### src/rtl/seq_det_pkg.sv
// Shared constants, one-hot state encoding and the config clamp helper
// for the programmable serial sequence detector.
package seq_det_pkg;

    localparam int PAT_MAX_DEF = 8;
    localparam int CNT_W_DEF   = 8;
    localparam int TMO_W_DEF   = 16;

    typedef enum int {
        IDX_IDLE  = 0,
        IDX_ARMED = 1,
        IDX_DONE  = 2,
        IDX_TMO   = 3
    } state_idx_e;

    localparam logic [3:0] ST_IDLE  = 4'(1 << IDX_IDLE);
    localparam logic [3:0] ST_ARMED = 4'(1 << IDX_ARMED);
    localparam logic [3:0] ST_DONE  = 4'(1 << IDX_DONE);
    localparam logic [3:0] ST_TMO   = 4'(1 << IDX_TMO);

    function automatic int clamp_range(input int value, input int lo, input int hi);
        if (value < lo) return lo;
        if (value > hi) return hi;
        return value;
    endfunction

endpackage

### src/rtl/seq_det_core.sv
// History shift register, fill counter and masked pattern compare.
// Define SEQ_DET_OVERLAP_EN to keep the fill count across hits (overlapping matches).
module seq_det_core #(
    parameter int PAT_MAX = 8,
    parameter int LEN_W   = $clog2(PAT_MAX + 1)
) (
    input  logic               clk,
    input  logic               rst_n,
    input  logic               clear,
    input  logic               shift_en,
    input  logic               din,
    input  logic [PAT_MAX-1:0] pattern,
    input  logic [LEN_W-1:0]   len,
    output logic               hit
);

    logic [PAT_MAX-1:0] hist_q, hist_d, hist_shift, mask;
    logic [LEN_W-1:0]   fill_q, fill_d, fill_inc;

    always_comb begin
        for (int i = 0; i < PAT_MAX; i++) begin
            mask[i] = (i < int'(len));
        end
    end

    always_comb begin
        hist_shift = {hist_q[PAT_MAX-2:0], din};
        fill_inc   = (fill_q < len) ? fill_q + LEN_W'(1) : len;
        hit        = shift_en && (fill_inc >= len) &&
                     ((hist_shift & mask) == (pattern & mask));
        hist_d     = hist_q;
        fill_d     = fill_q;
        if (clear) begin
            hist_d = '0;
            fill_d = '0;
        end else if (shift_en) begin
            hist_d = hist_shift;
`ifdef SEQ_DET_OVERLAP_EN
            fill_d = fill_inc;
`else
            // History survives a hit; only the fill restarts, so the next hit needs len new bits.
            fill_d = hit ? '0 : fill_inc;
`endif
        end
    end

    always_ff @(posedge clk or negedge rst_n) begin
        if (!rst_n) begin
            hist_q <= '0;
            fill_q <= '0;
        end else begin
            hist_q <= hist_d;
            fill_q <= fill_d;
        end
    end

endmodule

### src/rtl/seq_det_ctrl.sv
// Run controller: config handshake, one-hot run FSM, hit/window counters and sticky flags.
// Overlapping hits are enabled by defining SEQ_DET_OVERLAP_EN (handled in seq_det_core).
module seq_det_ctrl
    import seq_det_pkg::*;
#(
    parameter int PAT_MAX = PAT_MAX_DEF,
    parameter int LEN_W   = $clog2(PAT_MAX + 1),
    parameter int CNT_W   = CNT_W_DEF,
    parameter int TMO_W   = TMO_W_DEF
) (
    input  logic               clk,
    input  logic               rst_n,
    input  logic               cfg_valid,
    output logic               cfg_ready,
    input  logic [PAT_MAX-1:0] cfg_pattern,
    input  logic [LEN_W-1:0]   cfg_len,
    input  logic [CNT_W-1:0]   cfg_target,
    input  logic [TMO_W-1:0]   cfg_timeout,
    input  logic               start,
    input  logic               abort,
    input  logic               din,
    input  logic               din_valid,
    output logic               busy,
    output logic               match_pulse,
    output logic [CNT_W-1:0]   match_cnt,
    output logic               done,
    output logic               timeout
);

    localparam int TGT_MAX = (1 << CNT_W) - 1;

    logic [3:0]         state_q, state_d;
    logic [PAT_MAX-1:0] pat_q, pat_d;
    logic [LEN_W-1:0]   len_q, len_d;
    logic [CNT_W-1:0]   tgt_q, tgt_d, cnt_q, cnt_d;
    logic [TMO_W-1:0]   tmo_q, tmo_d, win_q, win_d, win_inc;
    logic               match_q, match_d, done_q, done_d, tmo_flag_q, tmo_flag_d;
    logic               cfg_fire, arm, shift_en, hit;

    assign cfg_ready = (state_q == ST_IDLE);
    assign busy      = (state_q == ST_ARMED);
    assign cfg_fire  = cfg_valid && cfg_ready;
    assign arm       = start && !abort &&
                       (state_q == ST_IDLE || state_q == ST_DONE || state_q == ST_TMO);
    assign shift_en  = busy && din_valid && !abort;

    seq_det_core #(
        .PAT_MAX (PAT_MAX),
        .LEN_W   (LEN_W)
    ) u_core (
        .clk      (clk),
        .rst_n    (rst_n),
        .clear    (arm),
        .shift_en (shift_en),
        .din      (din),
        .pattern  (pat_q),
        .len      (len_q),
        .hit      (hit)
    );

    always_comb begin
        pat_d = pat_q;
        len_d = len_q;
        tgt_d = tgt_q;
        tmo_d = tmo_q;
        if (cfg_fire) begin
            pat_d = cfg_pattern;
            len_d = LEN_W'(clamp_range(int'(cfg_len), 2, PAT_MAX));
            tgt_d = CNT_W'(clamp_range(int'(cfg_target), 1, TGT_MAX));
            tmo_d = cfg_timeout;
        end
    end

    // Abort overrides everything; a hit beats window expiry on the same edge.
    always_comb begin
        state_d    = state_q;
        cnt_d      = cnt_q;
        win_d      = win_q;
        match_d    = 1'b0;
        done_d     = done_q;
        tmo_flag_d = tmo_flag_q;
        win_inc    = win_q + TMO_W'(1);
        if (abort) begin
            state_d    = ST_IDLE;
            done_d     = 1'b0;
            tmo_flag_d = 1'b0;
        end else begin
            case (state_q)
                ST_IDLE, ST_DONE, ST_TMO: begin
                    if (arm) begin
                        state_d    = ST_ARMED;
                        cnt_d      = '0;
                        win_d      = '0;
                        done_d     = 1'b0;
                        tmo_flag_d = 1'b0;
                    end
                end
                ST_ARMED: begin
                    if (hit) begin
                        match_d = 1'b1;
                        win_d   = '0;
                        if (cnt_q < tgt_q) cnt_d = cnt_q + CNT_W'(1);
                        if (cnt_q + CNT_W'(1) >= tgt_q) begin
                            done_d  = 1'b1;
                            state_d = ST_DONE;
                        end
                    end else begin
                        win_d = win_inc;
                        if (tmo_q != '0 && win_inc == tmo_q) begin
                            tmo_flag_d = 1'b1;
                            state_d    = ST_TMO;
                        end
                    end
                end
                default: state_d = ST_IDLE;
            endcase
        end
    end

    always_ff @(posedge clk or negedge rst_n) begin
        if (!rst_n) begin
            state_q    <= ST_IDLE;
            pat_q      <= '0;
            len_q      <= LEN_W'(2);
            tgt_q      <= CNT_W'(1);
            tmo_q      <= '0;
            cnt_q      <= '0;
            win_q      <= '0;
            match_q    <= 1'b0;
            done_q     <= 1'b0;
            tmo_flag_q <= 1'b0;
        end else begin
            state_q    <= state_d;
            pat_q      <= pat_d;
            len_q      <= len_d;
            tgt_q      <= tgt_d;
            tmo_q      <= tmo_d;
            cnt_q      <= cnt_d;
            win_q      <= win_d;
            match_q    <= match_d;
            done_q     <= done_d;
            tmo_flag_q <= tmo_flag_d;
        end
    end

    assign match_pulse = match_q;
    assign match_cnt   = cnt_q;
    assign done        = done_q;
    assign timeout     = tmo_flag_q;

endmodule

### config.mk
export PLATFORM = sky130hd
export DESIGN_NAME = seq_det_ctrl
export DESIGN_NICKNAME = d
export VERILOG_FILES = /design/src/rtl/seq_det_pkg.sv /design/src/rtl/seq_det_core.sv /design/src/rtl/seq_det_ctrl.sv
export SDC_FILE = /design/constraint.sdc
export NUM_CORES = 1
export LEC_CHECK = 0
export ABC_AREA = 1
export CORE_MARGIN = 4
export CORE_UTILIZATION = 35
export CTS_CLUSTER_DIAMETER = 150
export DETAILED_ROUTE_END_ITERATION = 12
export PLACE_DENSITY = 0.59
export REMOVE_ABC_BUFFERS = 1
export SLEW_MARGIN = 30
export SYNTH_ARGS = -nofsm -noshare
export SYNTH_HDL_FRONTEND = slang
export SYNTH_SLANG_ARGS = --single-unit
### constraint.sdc
create_clock -name clk -period 4.3 [get_ports clk]
set_input_delay 0.86 -clock clk [delete_from_list [all_inputs] [get_ports clk]]
set_output_delay 0.86 -clock clk [all_outputs]
set_load 0.02 [all_outputs]
==> impl_metrics.xml, run 1 <==
<?xml version="1.0" encoding="UTF-8"?>
<metrics>
  <group name="pwr">
    <metric name="power_frac_seq" unit="%">38.0</metric>
    <metric name="power_switching" unit="W">0.000851</metric>
    <metric name="finalPower" unit="W">0.00249</metric>
    <metric name="power.clock.fraction" unit="%">33.4</metric>
    <metric name="internal_pwr_total" unit="W">0.00164</metric>
    <metric name="irDropWorstVdd" unit="mV">0.284</metric>
    <metric name="sw_frac_of_total" unit="%">34.2</metric>
    <metric name="combPwrFrac" unit="%">28.6</metric>
    <metric name="leakage" unit="nW">2.81</metric>
    <metric name="cellPowerDensity" unit="mW/mm²">418</metric>
  </group>
  <group name="flow_run">
    <metric name="max_cap_viol_count" unit="">0</metric>
  </group>
  <group name="synthesis">
    <metric name="yosys_warnings" unit="">0</metric>
    <metric name="synth.mux.area_fraction" unit="%">0</metric>
    <metric name="avgSynthCellArea" unit="µm²">7.39</metric>
    <metric name="yosys.area_share.adder" unit="%">6.66</metric>
    <metric name="ys_top_cells_by_count" unit="">sky130_fd_sc_hd__nand2_1 (201), sky130_fd_sc_hd__inv_1 (83), sky130_fd_sc_hd__dfrtp_1 (75)</metric>
    <metric name="synth_edf_count" unit="">0</metric>
    <metric name="synth_xor_xnor_area_share" unit="%">3.17</metric>
    <metric name="synthMostInstantiatedCell" unit="">sky130_fd_sc_hd__nand2_1</metric>
    <metric name="netlist.top_cell.by_area" unit="">sky130_fd_sc_hd__dfrtp_1</metric>
    <metric name="synth_cell_type_count" unit="">37</metric>
    <metric name="share_of_synthesized_cell_area_in_and_or_nand_and_nor_gates" unit="%">31.1</metric>
    <metric name="netlist_area" unit="mm²">0.00489</metric>
    <metric name="synth_top_family_by_area" unit="">simple AND/OR/NAND/NOR gates</metric>
    <metric name="synth_area_leaders" unit="">sky130_fd_sc_hd__dfrtp_1 (38%), sky130_fd_sc_hd__nand2_1 (15%), sky130_fd_sc_hd__ha_1 (6.7%)</metric>
    <metric name="synthesis.instances" unit="">661</metric>
    <metric name="seq_area_frac_synth" unit="%">40.0</metric>
    <metric name="ys_seq_elements" unit="">78</metric>
    <metric name="async_flop_share" unit="%">100</metric>
    <metric name="yosys.area.top_type_share" unit="%">38.4</metric>
    <metric name="complex_gate_fraction_of_the_synthesized_area" unit="%">11.4</metric>
    <metric name="synth_flop_cell" unit="">sky130_fd_sc_hd__dfrtp_1</metric>
  </group>
  <group name="global_routing">
    <metric name="antenna_violations_before_repair" unit="">0</metric>
    <metric name="first_global_vias" unit="">4572</metric>
    <metric name="groute.usage.overall" unit="%">16.2</metric>
    <metric name="global_route.overflow_total" unit="">0</metric>
    <metric name="wire_length_of_the_first_global_routing_pass" unit="µm">21200</metric>
    <metric name="grt_max_degree" unit="">79</metric>
  </group>
  <group name="clocking">
    <metric name="clkLatencyLatePin" unit="ns">0.34</metric>
    <metric name="clock_tree_from_tritoncts" unit="">built</metric>
    <metric name="clk_pin_slew" unit="ns">0.06</metric>
    <metric name="postCtsSetupRepairBufs" unit="">0</metric>
    <metric name="number_of_buffers_inserted_during_clock_tree_synthesis" unit="">9</metric>
    <metric name="cts-resized-gates" unit="">0</metric>
    <metric name="numClockSinks" unit="">78</metric>
    <metric name="clockBufferDepth" unit="">2</metric>
    <metric name="cts-hold-fix-buffers" unit="">0</metric>
    <metric name="htree_num_levels" unit="">3</metric>
    <metric name="cts-root-buf" unit="">sky130_fd_sc_hd__clkbuf_16</metric>
  </group>
  <group name="place">
    <metric name="numPlacedInstances" unit="">885</metric>
    <metric name="place.gp.congestion" unit="">0.897</metric>
    <metric name="place_hpwl" unit="µm">9510</metric>
    <metric name="port_buffers" unit="">55</metric>
  </group>
  <group name="timing">
    <metric name="achievable-frequency" unit="GHz">0.278</metric>
    <metric name="min_period_over_period" unit="%">83.8</metric>
    <metric name="fin_setup_tns" unit="ns">0</metric>
    <metric name="number_of_max_slew_violations_in_the_final_report" unit="">0</metric>
    <metric name="timing_worst_slew_pin_value" unit="ns">0.771</metric>
    <metric name="finalHoldViolCount" unit="">0</metric>
    <metric name="slew_headroom" unit="%">48.4</metric>
    <metric name="finalCriticalPeriod" unit="ns">3.60</metric>
    <metric name="rsz0062_at_grt" unit="">false</metric>
    <metric name="timing.final.setup_violations" unit="">0</metric>
    <metric name="final.setup_skew" unit="ns">0.0100</metric>
  </group>
  <group name="floorplanning">
    <metric name="floorplan.rows" unit="">42</metric>
    <metric name="fp.dieW" unit="µm">126</metric>
    <metric name="die_area" unit="mm²">0.0159</metric>
    <metric name="core_outline_area" unit="mm²">0.0135</metric>
    <metric name="die_h" unit="µm">126</metric>
    <metric name="design.portCount" unit="">56</metric>
    <metric name="starting_utilization_of_the_core_area" unit="%">36.3</metric>
  </group>
  <group name="critical_path">
    <metric name="critical-path-max-stage-delay" unit="ns">0.59</metric>
    <metric name="critical-path-top-delay-family" unit="">simple AND/OR/NAND/NOR gates</metric>
    <metric name="worstSetupPathDepth" unit="">19</metric>
    <metric name="timing.setup.critical_path_class" unit="">reg2reg</metric>
    <metric name="crit_required" unit="ns">4.59</metric>
    <metric name="reg_to_reg_critical_path_endpoint" unit="">state_q[0]$_DFFE_PN1P_</metric>
    <metric name="crit_path_frequent_cell" unit="">sky130_fd_sc_hd__nand2_1</metric>
    <metric name="start_kind" unit="">flop</metric>
    <metric name="worst_setup_path_startpoint" unit="">len_q[1]$_DFFE_PN1P_</metric>
    <metric name="reg2reg_setup_slack" unit="ns">0.70</metric>
    <metric name="cp_slowest_cell" unit="">sky130_fd_sc_hd__nor2_1</metric>
    <metric name="arrival" unit="ns">3.89</metric>
    <metric name="crit_path_cell_trace" unit="">inv_1 &gt; ha_1 &gt; a21boi_0 &gt; o211ai_1 &gt; nand2_1 &gt; inv_1 &gt; nand2_1 &gt; o21ai_0 &gt; inv_1 &gt; ha_1 &gt; a21oi_1 &gt; nand3_1 &gt; nand4_2 &gt; nor2_4 &gt; nor2_1 &gt; nand2_1 &gt; nand2_1 &gt; nand2_1 &gt; nand2_1</metric>
    <metric name="crit_end" unit="">state_q[0]$_DFFE_PN1P_</metric>
    <metric name="r2r_cells" unit="">19</metric>
    <metric name="timing.rr.start" unit="">len_q[1]$_DFFE_PN1P_</metric>
    <metric name="cp_max_fo" unit="">10</metric>
    <metric name="critPathCaptureType" unit="">flop</metric>
    <metric name="cp_num_buf_inv" unit="">3</metric>
  </group>
  <group name="route">
    <metric name="postRouteAntennaNets" unit="">0</metric>
    <metric name="totalWireLength" unit="µm">12700</metric>
    <metric name="route.detailed.wl_per_inst" unit="µm">14.1</metric>
    <metric name="drcViolationCount" unit="">0</metric>
    <metric name="dr_total_vias" unit="">4569</metric>
    <metric name="detail_route.iter0.violations" unit="">330</metric>
    <metric name="via_per_inst" unit="">5.07</metric>
    <metric name="iteration_count_of_the_initial_detailed_routing_pass" unit="">5</metric>
  </group>
  <group name="final_layout">
    <metric name="post_layout_nonfiller_instances" unit="">901</metric>
    <metric name="area_delta_synth_final" unit="%">21.9</metric>
    <metric name="insertedDiodeCount" unit="">0</metric>
    <metric name="design.final.nets" unit="">789</metric>
    <metric name="share_of_post_route_cells_with_drive_strength_above_1" unit="%">6.48</metric>
  </group>
  <group name="worst_hold_path">
    <metric name="hp-class" unit="">reg2reg</metric>
  </group>
  <group name="run_status">
    <metric name="run_status" unit="">finished clean</metric>
  </group>
</metrics>
-- tightest hold or removal path, cell delays in order, from the launching register on --
cell and delay, ns:
sky130_fd_sc_hd__dfstp_2 0.38, sky130_fd_sc_hd__nand2_1 0.06, sky130_fd_sc_hd__nand2_1 0.05
-- worst min-delay path by stage --
stage                                      start                      to  slack, ns  cells after the start
after floorplan           state_q[0]$_DFFE_PN1P_  state_q[0]$_DFFE_PN1P_       0.45                      2
after global placement    state_q[0]$_DFFE_PN1P_  state_q[0]$_DFFE_PN1P_       0.46                      2
after detailed placement  state_q[0]$_DFFE_PN1P_  state_q[0]$_DFFE_PN1P_       0.49                      2
after CTS                 state_q[0]$_DFFE_PN1P_  state_q[0]$_DFFE_PN1P_       0.50                      2
after global routing      state_q[0]$_DFFE_PN1P_  state_q[0]$_DFFE_PN1P_       0.52                      2
final                     state_q[0]$_DFFE_PN1P_  state_q[0]$_DFFE_PN1P_       0.49                      2
-- placed cells by master (no fill, tap or decap), types with 3 or more instances in the layout --
cell                              Yosys  final
sky130_fd_sc_hd__nand3b_1             4      4
sky130_fd_sc_hd__inv_1               83     83
sky130_fd_sc_hd__nand2_1            201    201
sky130_fd_sc_hd__clkinv_4             0      3
sky130_fd_sc_hd__nor3_1               3      3
sky130_fd_sc_hd__nand3_1             60     60
sky130_fd_sc_hd__ha_1                26     26
sky130_fd_sc_hd__xnor2_1              7      7
sky130_fd_sc_hd__a21oi_1             16     16
sky130_fd_sc_hd__clkbuf_16            0      9
sky130_fd_sc_hd__o21ai_2              8      8
sky130_fd_sc_hd__nor2_1              45     45
sky130_fd_sc_hd__o22ai_1             16     16
sky130_fd_sc_hd__clkdlybuf4s50_1      0     54
sky130_fd_sc_hd__dfrtp_1             75     75
sky130_fd_sc_hd__nand4_1             16     16
sky130_fd_sc_hd__dfstp_2              3      3
sky130_fd_sc_hd__xor2_1               8      8
sky130_fd_sc_hd__buf_4                0      3
sky130_fd_sc_hd__o21ai_0             50     50
sky130_fd_sc_hd__nor2_4               4      4
sky130_fd_sc_hd__nand2_2              4      4
-- sequential cells by signal, indices dropped and copies added (netlist names) --
signal	count
state_q	4
u_core.fill_q	4
tmo_q	16
tgt_q	8
timeout	1
win_q	16
len_q	4
match_cnt	8
pat_q	8
match_pulse	1
done	1
u_core.hist_q	7
-- per-layer routing --
metal / track usage, % / routed length [µm] / vias to the layer above
li1: - / - / 2289
met1: 19.4 / 5630 / 2168
met2: 28.3 / 6160 / 92
met3: 3.85 / 580 / 20
met4: 5.80 / 295 / 0
met5: 0 / 0 / -
-- area by class of cell --
cell class              instances  area [µm²]
fillers                      1381        7490
multi-input cells             486        2560
flip-flops and latches         78        1960
repair buffers                 58         574
inverters                      87         327
clock buffers                   9         225
well taps                     176         220
clock inverters                 7        98.8
-- cells by family after synthesis --
group                    Yosys count
buffers and inverters             97
AO/OA/AOI/OAI                     98
flip-flops                        78
adder cells (fa/ha/maj)           26
AND/OR/NAND/NOR                  346
XOR/XNOR                          16
-- power groups by stage --
stage | sequential [W] | clock, W | combinational [W]
after CTS | 0.000947 | 0.000853 | 0.000718
after global routing | 0.000962 | 0.000883 | 0.000824
after global placement | 0.000955 | 0 | 0.000689
final | 0.000945 | 0.000831 | 0.000712
after detailed placement | 0.000958 | 0 | 0.000712
after floorplan | 0.000931 | 0 | 0.000494
-- metrics by stage --
step	worst slack, ns	instance area, µm²	utilization [%]	hold slack, ns
2_1_floorplan	1.31	4840	-	0.451
3_3_place_gp	0.941	5630	41.9	0.461
3_5_place_dp	0.743	5640	41.9	0.488
4_1_cts	0.689	5960	44.3	0.497
5_1_grt	0.285	5960	44.3	0.519
6_report	0.697	5960	44.3	0.488
No activity file was read; power rests on OpenSTA's default activity.
==> inputs of run 2 (changes only) <==
==> constraint.sdc (replaced) <==
create_clock -name clk -period 3.6 [get_ports clk]
set_input_delay 0.72 -clock clk [delete_from_list [all_inputs] [get_ports clk]]
set_output_delay 0.72 -clock clk [all_outputs]
set_load 0.02 [all_outputs]
==> run 2 against run 1 <==
Global-route usage is 0.59 points higher. Fmax is 9.2% higher. Sequential share of layout area down 0.13 points. Die area is the same. Design area increased by 0.40%. Clock-buffer cell count is 4 higher. Worst setup slack got worse by 0.40 ns. Critical path depth is 1 lower. Critical endpoint is now win_q[5]$_DFFE_PN0P_. Largest cell class unchanged. Largest power group unchanged.
==> impl_metrics.xml, run 2 (synthesized netlist as in run 1, its figures left out) <==
<?xml version="1.0" encoding="UTF-8"?>
<metrics>
  <group name="critical_path">
    <metric name="crit_required" unit="ns">3.81</metric>
    <metric name="cp_slowest_cell" unit="">sky130_fd_sc_hd__dfstp_2</metric>
    <metric name="crit_path_frequent_cell" unit="">sky130_fd_sc_hd__nand2_1</metric>
    <metric name="critical-path-max-stage-delay" unit="ns">0.54</metric>
    <metric name="critPathCaptureType" unit="">flop</metric>
    <metric name="timing.setup.critical_path_class" unit="">reg2reg</metric>
    <metric name="arrival" unit="ns">3.51</metric>
    <metric name="cp_max_fo" unit="">8</metric>
    <metric name="crit_path_cell_trace" unit="">inv_1 &gt; ha_1 &gt; a21boi_0 &gt; o211ai_1 &gt; nand2_2 &gt; inv_2 &gt; nand2_1 &gt; o21ai_1 &gt; inv_1 &gt; ha_1 &gt; nand2_1 &gt; o21bai_1 &gt; nand3_1 &gt; nand4_2 &gt; nor2_4 &gt; inv_2 &gt; nand2_1 &gt; o22ai_1</metric>
    <metric name="start_kind" unit="">flop</metric>
  </group>
  <group name="clocking">
    <metric name="postCtsSetupRepairBufs" unit="">0</metric>
    <metric name="number_of_buffers_inserted_during_clock_tree_synthesis" unit="">9</metric>
    <metric name="cts-hold-fix-buffers" unit="">0</metric>
    <metric name="clockBufferDepth" unit="">2</metric>
    <metric name="numClockSinks" unit="">78</metric>
    <metric name="clk_pin_slew" unit="ns">0.06</metric>
    <metric name="htree_num_levels" unit="">3</metric>
    <metric name="clock_tree_from_tritoncts" unit="">built</metric>
    <metric name="clkLatencyLatePin" unit="ns">0.35</metric>
    <metric name="cts-root-buf" unit="">sky130_fd_sc_hd__clkbuf_16</metric>
  </group>
  <group name="timing">
    <metric name="worst_slack" unit="ns">0.299</metric>
    <metric name="achievable-frequency" unit="GHz">0.303</metric>
    <metric name="number_of_max_slew_violations_in_the_final_report" unit="">0</metric>
    <metric name="timing_worst_slew_pin_value" unit="ns">0.766</metric>
    <metric name="finalHoldViolCount" unit="">0</metric>
    <metric name="timing.final.setup_violations" unit="">0</metric>
    <metric name="slew_headroom" unit="%">49.0</metric>
    <metric name="finalCriticalPeriod" unit="ns">3.30</metric>
    <metric name="rsz0062_at_grt" unit="">false</metric>
    <metric name="final.setup_skew" unit="ns">0.00759</metric>
    <metric name="min_period_over_period" unit="%">91.7</metric>
    <metric name="timing.hold.ws" unit="ns">0.385</metric>
  </group>
  <group name="route">
    <metric name="detail_route.iter0.violations" unit="">280</metric>
    <metric name="iteration_count_of_the_initial_detailed_routing_pass" unit="">5</metric>
    <metric name="via_per_inst" unit="">5.03</metric>
    <metric name="drcViolationCount" unit="">0</metric>
    <metric name="route.detailed.wl_per_inst" unit="µm">14.2</metric>
    <metric name="totalWireLength" unit="µm">12800</metric>
    <metric name="postRouteAntennaNets" unit="">0</metric>
    <metric name="dr_total_vias" unit="">4541</metric>
  </group>
  <group name="global_routing">
    <metric name="grt_max_degree" unit="">79</metric>
    <metric name="wire_length_of_the_first_global_routing_pass" unit="µm">22000</metric>
    <metric name="global_route.overflow_total" unit="">0</metric>
    <metric name="first_global_vias" unit="">4718</metric>
    <metric name="groute.usage.overall" unit="%">16.8</metric>
    <metric name="antenna_violations_before_repair" unit="">0</metric>
  </group>
  <group name="place">
    <metric name="place.gp.congestion" unit="">0.885</metric>
    <metric name="port_buffers" unit="">55</metric>
    <metric name="dp_worst_setup_slack" unit="ns">-0.0159</metric>
    <metric name="numPlacedInstances" unit="">885</metric>
    <metric name="place_hpwl" unit="µm">9460</metric>
  </group>
  <group name="pwr">
    <metric name="cellPowerDensity" unit="mW/mm²">494</metric>
    <metric name="irDropWorstVdd" unit="mV">0.351</metric>
    <metric name="leakage" unit="nW">2.82</metric>
  </group>
  <group name="run_status">
    <metric name="run_status" unit="">finished clean</metric>
  </group>
  <group name="final_layout">
    <metric name="design.final.nets" unit="">790</metric>
    <metric name="share_of_post_route_cells_with_drive_strength_above_1" unit="%">7.02</metric>
    <metric name="area_delta_synth_final" unit="%">22.4</metric>
    <metric name="biggestRegsByFlops" unit="">tmo_q x16, win_q x16</metric>
    <metric name="utilization" unit="%">44.5</metric>
    <metric name="insertedDiodeCount" unit="">0</metric>
    <metric name="layout_commonest_cell" unit="">sky130_fd_sc_hd__nand2_1</metric>
    <metric name="post_layout_nonfiller_instances" unit="">902</metric>
    <metric name="layout_common_cells" unit="">sky130_fd_sc_hd__nand2_1 (200), sky130_fd_sc_hd__inv_1 (82), sky130_fd_sc_hd__dfrtp_1 (75), sky130_fd_sc_hd__nand3_1 (60), sky130_fd_sc_hd__clkdlybuf4s50_1 (54)</metric>
  </group>
  <group name="worst_hold_path">
    <metric name="hp-class" unit="">in2async</metric>
  </group>
  <group name="floorplanning">
    <metric name="design.portCount" unit="">56</metric>
    <metric name="core_outline_area" unit="mm²">0.0135</metric>
    <metric name="fp.dieW" unit="µm">126</metric>
    <metric name="starting_utilization_of_the_core_area" unit="%">36.3</metric>
    <metric name="floorplan.rows" unit="">42</metric>
    <metric name="die_h" unit="µm">126</metric>
    <metric name="die_area" unit="mm²">0.0159</metric>
  </group>
  <group name="flow_run">
    <metric name="max_cap_viol_count" unit="">0</metric>
  </group>
</metrics>
run 2: final timing paths:
kind                                             start                endpoint  slack [ns]  cells past startpoint
worst max-delay path              len_q[1]$_DFFE_PN1P_    win_q[5]$_DFFE_PN0P_        0.30                     18
worst min-delay path                             rst_n    tmo_q[4]$_DFFE_PN0P_        0.38                      1
worst max register to register    len_q[1]$_DFFE_PN1P_    win_q[5]$_DFFE_PN0P_        0.30                     18
worst min register to register  state_q[0]$_DFFE_PN1P_  state_q[0]$_DFFE_PN1P_        0.48                      2
max in group asynchronous                        rst_n    pat_q[4]$_DFFE_PN0P_        2.66                      1
min in group clk                state_q[0]$_DFFE_PN1P_  state_q[0]$_DFFE_PN1P_        0.48                      2
run 2: timing repair:
item | 4_1_cts | 5_1_grt
cloned | 0 | 1
pin swaps | 0 | 1
setup endpoints to repair | 4 | 20
hold endpoints to repair | 0 | 0
resized for setup | 1 | 5
run 2: power breakdown:
| part | total (W) | internal [W] | switching [W] |
|---|---|---|---|
| clock network | 0.000975 | 0.000610 | 0.000365 |
| logic | 0.000851 | 0.000333 | 0.000517 |
| registers | 0.00113 | 0.00102 | 0.000115 |
run 2: final cells by class:
type / instances / area, µm²
Clock buffer: 13 / 280
Multi-Input combinational cell: 487 / 2590
Tap cell: 176 / 220
Fill cell: 1407 / 7470
Sequential cell: 78 / 1960
Timing Repair Buffer: 58 / 574
Inverter: 87 / 327
Clock inverter: 3 / 40.0
run 2: per-layer routing:
metal / up-vias / track usage (%) / share of wire (%)
li1: 2289 / - / -
met4: 0 / 3.72 / 1.4
met1: 2143 / 20.4 / 44
met2: 92 / 29.8 / 50
met3: 17 / 4.49 / 4.7
met5: - / 0 / 0
run 2: metrics by stage:
step	area, µm²	total power [W]	setup TNS (ns)
6_report	5980	0.00296	0
5_1_grt	5980	0.00319	0
4_1_cts	5960	0.00298	0
3_5_place_dp	5640	0.00199	-0.0507
3_3_place_gp	5630	0.00196	0
2_1_floorplan	4840	0.00170	0
run 2: worst max-delay path: cells and delay by family (launching register included):
| kind | cells | cell delay [ns] |
|---|---|---|
| flip-flops | 1 | 0.54 |
| AO/OA/AOI/OAI | 5 | 0.69 |
| AND/OR/NAND/NOR | 7 | 0.97 |
| adder cells (fa/ha/maj) | 2 | 0.62 |
| buffers and inverters | 4 | 0.34 |
